==> src/rtl/vga_pkg.sv <==
// 640x480@60 raster timing defaults, shared position types and raster-region helpers.
// Pure declarations: no state, no latency, no flow control.
package vga_pkg;

    localparam int unsigned CNT_W = 10;

    localparam int unsigned H_ACTIVE_DEF = 640;
    localparam int unsigned H_FP_DEF     = 16;
    localparam int unsigned H_SYNC_DEF   = 96;
    localparam int unsigned H_BP_DEF     = 48;
    localparam int unsigned V_ACTIVE_DEF = 480;
    localparam int unsigned V_FP_DEF     = 10;
    localparam int unsigned V_SYNC_DEF   = 2;
    localparam int unsigned V_BP_DEF     = 33;

    localparam int unsigned H_TOTAL_DEF = H_ACTIVE_DEF + H_FP_DEF + H_SYNC_DEF + H_BP_DEF;
    localparam int unsigned V_TOTAL_DEF = V_ACTIVE_DEF + V_FP_DEF + V_SYNC_DEF + V_BP_DEF;

    typedef logic [CNT_W-1:0] cnt_t;
    // One bit wider than a counter so limits up to 1024 stay representable.
    typedef logic [CNT_W:0]   lim_t;

    typedef struct packed {
        cnt_t h;
        cnt_t v;
    } pos_t;

    function automatic logic visible(input cnt_t h, input cnt_t v,
                                     input lim_t h_act, input lim_t v_act);
        return ({1'b0, h} < h_act) && ({1'b0, v} < v_act);
    endfunction

    function automatic logic in_window(input cnt_t c, input lim_t lo, input lim_t hi);
        return ({1'b0, c} >= lo) && ({1'b0, c} <= hi);
    endfunction

endpackage

==> src/rtl/vga_timing_gen_pix_clk_en.sv <==
// Divides clk by CLK_DIV into a one-clk pixel enable; combinational output, never stalls.
module pix_clk_en #(
    parameter int unsigned CLK_DIV = 4
) (
    input  logic clk_i,
    input  logic rst_n_i,
    output logic pix_tick_o
);

    localparam int unsigned     DIV_W    = (CLK_DIV > 1) ? $clog2(CLK_DIV) : 1;
    localparam logic [DIV_W-1:0] DIV_LAST = DIV_W'(CLK_DIV - 1);

    logic [DIV_W-1:0] div_q;
    logic [DIV_W-1:0] div_d;

    // >= rather than == so an out-of-range count falls back to zero.
    always_comb begin
        div_d = (div_q >= DIV_LAST) ? '0 : div_q + 1'b1;
    end

    always_ff @(posedge clk_i) begin
        if (!rst_n_i) begin
            div_q <= '0;
        end else begin
            div_q <= div_d;
        end
    end

    assign pix_tick_o = (div_q == DIV_LAST) && rst_n_i;

endmodule

==> src/rtl/vga_timing_gen.sv <==
// Raster scan generator: pos/blank registered and aligned; h/vsync trail pos by SYNC_DELAY clk.
// Free-running, no backpressure; frame_start pulses for one clk on each wrap to (0,0).
module vga_timing_gen
    import vga_pkg::*;
#(
    parameter int unsigned H_ACTIVE   = H_ACTIVE_DEF,
    parameter int unsigned H_FP       = H_FP_DEF,
    parameter int unsigned H_SYNC     = H_SYNC_DEF,
    parameter int unsigned H_BP       = H_BP_DEF,
    parameter int unsigned V_ACTIVE   = V_ACTIVE_DEF,
    parameter int unsigned V_FP       = V_FP_DEF,
    parameter int unsigned V_SYNC     = V_SYNC_DEF,
    parameter int unsigned V_BP       = V_BP_DEF,
    parameter int unsigned CLK_DIV    = 4,
    parameter int unsigned SYNC_DELAY = 2,
    parameter logic        SYNC_POL   = 1'b0
) (
    input  logic             clk,
    input  logic             rst_n,
    output logic [CNT_W-1:0] pos_h,
    output logic [CNT_W-1:0] pos_v,
    output logic             blank,
    output logic             hsync,
    output logic             vsync,
    output logic             pix_tick,
    output logic             frame_start
);

    localparam int unsigned H_TOTAL = H_ACTIVE + H_FP + H_SYNC + H_BP;
    localparam int unsigned V_TOTAL = V_ACTIVE + V_FP + V_SYNC + V_BP;

    localparam cnt_t H_LAST = cnt_t'(H_TOTAL - 1);
    localparam cnt_t V_LAST = cnt_t'(V_TOTAL - 1);
    localparam lim_t H_ACT  = lim_t'(H_ACTIVE);
    localparam lim_t V_ACT  = lim_t'(V_ACTIVE);
    localparam lim_t HS_LO  = lim_t'(H_ACTIVE + H_FP);
    localparam lim_t HS_HI  = lim_t'(H_ACTIVE + H_FP + H_SYNC - 1);
    localparam lim_t VS_LO  = lim_t'(V_ACTIVE + V_FP);
    localparam lim_t VS_HI  = lim_t'(V_ACTIVE + V_FP + V_SYNC - 1);

    if (H_TOTAL > 1024 || V_TOTAL > 1024) begin : g_bad_total
        $error("vga_timing_gen: H_TOTAL/V_TOTAL must not exceed 1024");
    end
    if (CLK_DIV < 1) begin : g_bad_div
        $error("vga_timing_gen: CLK_DIV must be at least 1");
    end

    logic tick;

    pix_clk_en #(
        .CLK_DIV (CLK_DIV)
    ) u_pix_clk_en (
        .clk_i      (clk),
        .rst_n_i    (rst_n),
        .pix_tick_o (tick)
    );

    pos_t pos_q, pos_d;
    logic blank_q, blank_d;
    logic hraw_q, hraw_d;
    logic vraw_q, vraw_d;
    logic frame_q, frame_d;

    always_comb begin
        pos_d   = pos_q;
        frame_d = 1'b0;
        if (tick) begin
            if (pos_q.h >= H_LAST) begin
                // h and v wrap together on this edge; no (0, V_LAST) intermediate.
                pos_d.h = '0;
                pos_d.v = (pos_q.v >= V_LAST) ? '0 : pos_q.v + 1'b1;
                frame_d = (pos_q.h == H_LAST) && (pos_q.v == V_LAST);
            end else begin
                pos_d.h = pos_q.h + 1'b1;
                if (pos_q.v > V_LAST) begin
                    pos_d.v = '0;
                end
            end
        end
        blank_d = visible(pos_d.h, pos_d.v, H_ACT, V_ACT);
        hraw_d  = in_window(pos_d.h, HS_LO, HS_HI) ? SYNC_POL : ~SYNC_POL;
        vraw_d  = in_window(pos_d.v, VS_LO, VS_HI) ? SYNC_POL : ~SYNC_POL;
    end

    always_ff @(posedge clk) begin
        if (!rst_n) begin
            pos_q   <= '0;
            blank_q <= 1'b0;
            hraw_q  <= ~SYNC_POL;
            vraw_q  <= ~SYNC_POL;
            frame_q <= 1'b0;
        end else begin
            pos_q   <= pos_d;
            blank_q <= blank_d;
            hraw_q  <= hraw_d;
            vraw_q  <= vraw_d;
            frame_q <= frame_d;
        end
    end

    // Extra sync latency lets downstream colour pipelines stay aligned with the syncs.
    if (SYNC_DELAY == 0) begin : g_no_dly
        assign hsync = hraw_q;
        assign vsync = vraw_q;
    end else begin : g_dly
        logic [SYNC_DELAY-1:0] hs_q;
        logic [SYNC_DELAY-1:0] vs_q;

        always_ff @(posedge clk) begin
            if (!rst_n) begin
                hs_q <= {SYNC_DELAY{~SYNC_POL}};
                vs_q <= {SYNC_DELAY{~SYNC_POL}};
            end else begin
                hs_q <= SYNC_DELAY'({hs_q, hraw_q});
                vs_q <= SYNC_DELAY'({vs_q, vraw_q});
            end
        end

        assign hsync = hs_q[SYNC_DELAY-1];
        assign vsync = vs_q[SYNC_DELAY-1];
    end

    assign pos_h       = pos_q.h;
    assign pos_v       = pos_q.v;
    assign blank       = blank_q;
    assign pix_tick    = tick;
    assign frame_start = frame_q;

endmodule

==> config.mk <==
export PLATFORM = sky130hd
export DESIGN_NAME = vga_timing_gen
export DESIGN_NICKNAME = d
export VERILOG_FILES = /design/src/rtl/vga_pkg.sv /design/src/rtl/vga_timing_gen_pix_clk_en.sv /design/src/rtl/vga_timing_gen.sv
export SDC_FILE = /design/constraint.sdc
export NUM_CORES = 1
export LEC_CHECK = 0
export BUFFER_PORTS_ARGS = -buffer_cell sky130_fd_sc_hd__buf_2
export CAP_MARGIN = 20
export CORE_MARGIN = 2
export CORE_UTILIZATION = 45
export CTS_CLUSTER_DIAMETER = 100
export DETAILED_ROUTE_END_ITERATION = 7
export PLACE_DENSITY_LB_ADDON = 0.15
export SYNTH_ARGS = -nofsm -noshare
export SYNTH_HDL_FRONTEND = slang
export SYNTH_SLANG_ARGS = --single-unit
==> constraint.sdc <==
create_clock -name clk -period 2.55 [get_ports clk]
set_input_delay 0.1275 -clock clk [delete_from_list [all_inputs] [get_ports clk]]
set_output_delay 0.1275 -clock clk [all_outputs]
set_load 0.05 [all_outputs]
==> out/results.ini, run 1 <==
[status]
status = complete, no violations

[synthesis]
synth_edf_count = 0
async_flop_share_pct = 0
syn_nets = 183
synth_seq_area_share_pct = 38.4
synth_warnings = 0
syn_avg_cell_area_um2 = 8.84
syn-cell-area_um2 = 1570
ys_ff_latch = 30
syn_inst = 177
synth_cell_types = 51
ys.flop_type = dfxtp_1

[run]
drv_cap = 0

[routing]
ant_nets = 0
wl_per_cell_um = 13.6
drc = 0
routed_via_density = 5.58
via_count = 1428
routed_wl_um = 3480
drtIter0Drc = 80
first_pass_iters = 4

[placed_design]
gp_congestion = 0.847
port_buffers = 26
post-dp-hpwl_um = 2640

[cts]
numCtsBuffers = 5
cts_hold_buffers = 0
cts-root-buf = clkbuf_4
htree_levels = 2
postCtsSetupRepairBufs = 0
tritoncts = done
clock_path_buffers = 2
clk_latency_ns = 0.34
post_cts_resized = 0
cts.sinks = 30
path_clk_slew_ns = 0.09

[floorplan]
row_count = 21
io-pin-count = 27
die_y_um = 63.0
coreArea_um2 = 3340
start_util_pct = 46.9
die_w_um = 63.0
dieArea_um2 = 3970

[layout]
fillers = 348
diodes = 0
multi_input_area_um2 = 896
layout_commonest_cell = dfxtp_1
drive_above_1_share_pct = 24.8
mostFrequentLayoutCells = dfxtp_1 (30), buf_2 (26), nor2_1 (15)
nets = 215
area_growth_pct = 15.5
seq_area_um2 = 601

[sta]
rsz0062_at_grt = false
relSlewSlack_pct = 52.0
setup_violations = 0
fmax_mhz = 437
hold_viol = 0
skew_ns = 0.00623
worstMarginPinSlew_ns = 0.714
worst_hold_slack_ns = 0.130
slew_violations = 0
period_minus_slack_ns = 2.29
fin_tns_setup_ns = 0
finalCritPeriodShare_pct = 89.7

[critical_path]
crit_path_start = pos_v[1]
worstSetupPathType = flop to flop
critPathCapture = blank
required_ns = 2.79
ff2ff_path_depth = 7
critPathMaxFanout = 7
critPathSlowestCell = or4_1
critPathLaunchType = flop
worstPathCellList = ha_1, nand4_1, or4_1, nor3_2, a221oi_1, nor4_2, and4b_1
reg2reg_slack_ns = 0.26
slowest_delay_ns = 0.52
worstSetupEndpointType = flop
r2r_start = pos_v[1]
r2r-end = blank
crit_arrival_ns = 2.53

[hold_path]
hold_class = input port to flop
min_from = rst_n

[global_route]
grt_usage_pct = 19.7
grt_overflow = 0
grt_pass1_wl_um = 6110
first_global_vias = 1369
grt_antenna_before_repair = 0
grt_max_degree = 19

[power_and_ir_drop]
p_per_area_nw_per_um2 = 450
leakage_nw = 0.686
power_uw = 814
worst_ir_drop_vdd_v = 0.000264

==> synth_stat cells, drive strengths merged (2+ instances only) <==
master	number	area share [%]
nand3	9	2.9
inv	6	1.4
nand2b	5	2.0
dfxtp	30	38
and3b	2	1.1
nor4b	2	1.1
nor2	15	3.6
a221oi	3	2.1
and2	5	2.1
or4	2	0.96
nand2	14	3.4
o21a	3	1.4
nor3	13	5.5
xor2	2	1.1
nor2b	6	2.4
buf	4	2.5
ha	4	3.2
nor4	3	1.6
o21ai	4	1.3
a21o	3	1.5
nor3b	3	1.4
nand4	8	3.6
a21oi	5	1.8
clkbuf	2	0.48
mux2i	2	1.3
a31oi	2	1.2
xnor2	6	3.4
==> critical path: cells and delay by family, from the launching register on <==
kind	cells	cell delay, ns
fa+ha+maj	1	0.25
flops	1	0.45
simple gates	5	1.40
compound gates	1	0.09
==> worst min-delay path by stage <==
stage                     to  slack [ns]  cells past startpoint
2_1_floorplan       pos_h[9]        0.27                      1
3_3_place_gp   g_dly.vs_q[0]        0.39                      1
3_5_place_dp   g_dly.vs_q[0]        0.40                      1
4_1_cts             pos_h[4]        0.12                      2
5_1_grt             pos_h[4]        0.13                      2
6_report            pos_h[5]        0.13                      2
==> layer usage <==
layer  up-vias  part of all wire, %  track usage (%)
li1        707                    -                -
met3        12                  5.3             5.77
met1       668                   45             23.8
met4         0                  2.9             9.72
met5         -                    0                0
met2        41                   47             31.8
==> where the power goes <==
part	switching, mW	internal (mW)	total (mW)
registers	0.00279	0.474	0.477
clock network	0.174	0.132	0.306
logic	0.0213	0.0102	0.0315
total	0.198	0.616	0.814
==> kinds of logic after synthesis <==
kind of cell	after synthesis	synth area share, %
buffers and inverters	12	4.40
xor gates and xnor gates	8	4.48
muxes	2	1.28
adders and majority gates	4	3.20
AOI/OAI and AO/OA	29	13.9
and+or+nand+nor	92	34.4
DFF	30	38.4
==> through the flow <==
step / area (µm²) / std cells / utilization, % / setup WS [ns]
after detailed placement: 1740 / 248 / 52.3 / 0.255
after CTS: 1810 / 256 / 54.2 / 0.250
after floorplan: 1570 / 177 / - / 0.0811
after global routing: 1810 / 256 / 54.2 / 0.0578
after global placement: 1740 / 248 / 52.3 / 0.349
final: 1810 / 256 / 54.2 / 0.264
==> flip-flops by register name (all words and copies together), names as in the netlist <==
register / flops
vraw_q: 1
pos_h: 10
g_dly.vs_q: 2
pos_v: 10
hraw_q: 1
blank: 1
frame_start: 1
u_pix_clk_en.div_q: 2
g_dly.hs_q: 2
==> layout make-up <==
cell class	count	area share [%]
clock buffer	6	2.84
multi-input combinational	135	49.6
timing repair buffer	31	9.27
clock inverter	2	0.692
tap	46	3.18
sequential	30	33.2
inverter	6	1.25
Note: power is estimated with default switching activity, not from simulation.
==> inputs of run 2 (changes only) <==
Clock period 2.55 ns to 1.9 ns, I/O delays scaled along.
==> out/results.ini, run 2 (synthesis results as in run 1) <==
[critical_path]
reg2reg_slack_ns = -0.17  ; -0.44 ns
r2r_start = u_pix_clk_en.div_q[0]
critPathMaxFanout = 5  ; -2
critPathLaunchType = flop
worstSetupEndpointType = flop
crit_arrival_ns = 2.32  ; -0.21 ns
ff2ff_path_depth = 8  ; +1
required_ns = 2.14  ; -0.65 ns
r2r-end = blank
worstSetupPathType = flop to flop

[sta]
worstMarginPinSlew_ns = 0.432  ; -0.282 ns
finalCritPeriodShare_pct = 109  ; +19 points
fin_tns_setup_ns = -0.540  ; -0.540 ns
skew_ns = 0.00949  ; +0.00326 ns
rsz0062_at_grt = true
hold_viol = 0  ; unchanged
slew_violations = 0  ; unchanged
relSlewSlack_pct = 71.2  ; +19 points
fin_ws_ns = -0.174  ; -0.437 ns
period_minus_slack_ns = 2.07  ; -0.213 ns
setup_violations = 6  ; +6
fmax_mhz = 482  ; +10%

[run]
drv_cap = 0  ; unchanged

[layout]
fillers = 208  ; -40%
drive_above_1_share_pct = 61.0  ; +36 points
finalInstanceArea_um2 = 2620  ; +45%
nets = 272  ; +27%
diodes = 0  ; unchanged
mostFrequentLayoutCells = buf_4 (58), buf_2 (26), dfxtp_2 (16)
area_growth_pct = 67.5
fin_cells = 313  ; +22%
finish.utilization_pct = 78.6  ; +24 points
layout_commonest_cell = buf_4

[routing]
first_pass_iters = 4  ; unchanged
drtIter0Drc = 152  ; +90%
drc = 0  ; unchanged
via_count = 1760  ; +23%
routed_wl_um = 5440  ; +56%
routed_via_density = 5.62  ; +0.80%
ant_nets = 0  ; unchanged
wl_per_cell_um = 17.4  ; +28%

[global_route]
first_global_vias = 1775  ; +30%
grt_overflow = 0  ; unchanged
grt_antenna_before_repair = 0  ; unchanged
grt_usage_pct = 27.0  ; +7.3 points
grt_max_degree = 22  ; +3
grt_pass1_wl_um = 8260  ; +35%

[cts]
path_clk_slew_ns = 0.10  ; about the same
clk_latency_ns = 0.34  ; about the same
tritoncts = done
htree_levels = 2  ; unchanged
clock_path_buffers = 2  ; unchanged
cts.sinks = 30  ; unchanged
numCtsBuffers = 5  ; unchanged
cts_hold_buffers = 0  ; unchanged
cts-root-buf = clkbuf_4

[placed_design]
place_area_um2 = 2250  ; +29%
post-dp-hpwl_um = 3280  ; +24%
gp_congestion = 0.971  ; +15%
port_buffers = 26  ; unchanged
place_inst = 294  ; +19%

[power_and_ir_drop]
leakage_nw = 1.04  ; +52%
worst_ir_drop_vdd_v = 0.000316  ; +20%
p_per_area_nw_per_um2 = 454  ; +0.89%

[floorplan]
coreArea_um2 = 3340  ; unchanged
io-pin-count = 27  ; unchanged
die_y_um = 63.0  ; unchanged
row_count = 21  ; unchanged
die_w_um = 63.0  ; unchanged
dieArea_um2 = 3970  ; unchanged
start_util_pct = 46.9  ; unchanged

[hold_path]
min_from = rst_n
hold_class = input port to flop
worstHoldEndpoint = pos_h[9]
hold_path_depth = 2  ; unchanged

[status]
violations = setup timing
status = complete, but fails checks

-- run 2: repair_timing --
item	in CTS	in global routing
resized for setup	18	22
hold endpoints to repair	0	0
setup endpoints to repair	7	9
buffers inserted	6	5
pin swaps	11	8
-- run 2: how the worst max path moves through the flow --
stage,start,end,depth (start not counted)
finish,u_pix_clk_en.div_q[0],blank,8
CTS,pos_h[0],blank,7
detailed placement,pos_v[0],blank,7
floorplan,pos_h[1],blank,7
global placement,pos_v[8],blank,8
global route,u_pix_clk_en.div_q[0],pos_v[8],8
-- run 2: final cells by class --
| class | instances | area, µm² | share of cell area (%) |
|---|---|---|---|
| Tap cell | 46 | 57.6 | 2.20 |
| Multi-Input combinational cell | 135 | 1200 | 45.7 |
| Sequential cell | 30 | 639 | 24.4 |
| Clock buffer | 8 | 80.1 | 3.05 |
| Inverter | 6 | 26.3 | 1.00 |
| Timing Repair Buffer | 88 | 619 | 23.6 |
-- run 2: per-stage QoR --
| step | power, mW | hold WS, ns | setup slack [ns] |
|---|---|---|---|
| 2_1_floorplan | 0.685 | 0.239 | -0.103 |
| 3_5_place_dp | 0.709 | 0.400 | -0.292 |
| 3_3_place_gp | 0.705 | 0.391 | -0.214 |
| 5_1_grt | 1.23 | 0.0915 | -0.226 |
| 4_1_cts | 1.20 | 0.108 | -0.153 |
| 6_report | 1.19 | 0.0995 | -0.174 |
-- run 2: layer usage --
metal,global-route usage [%],wire (µm)
met5,0,0
met4,14.4,130
met3,6.85,231
met2,48.0,2930
met1,29.1,2150
-- run 2: report_power, final --
group / internal, mW / switching [mW] / leakage [nW]
combinational: 0.0245 / 0.0359 / 0.742
sequential: 0.631 / 0.00666 / 0.255
clock: 0.261 / 0.232 / 0.0437
-- run 2: critical path, stage by stage, from the launching register on --
cell and delay [ns]:
dfxtp_2 0.37, ha_4 0.17, nand4_1 0.14, a21o_4 0.27
buf_4 0.16, nor2_4 0.19, a221oi_4 0.11, nor4_4 0.33
and4b_1 0.23
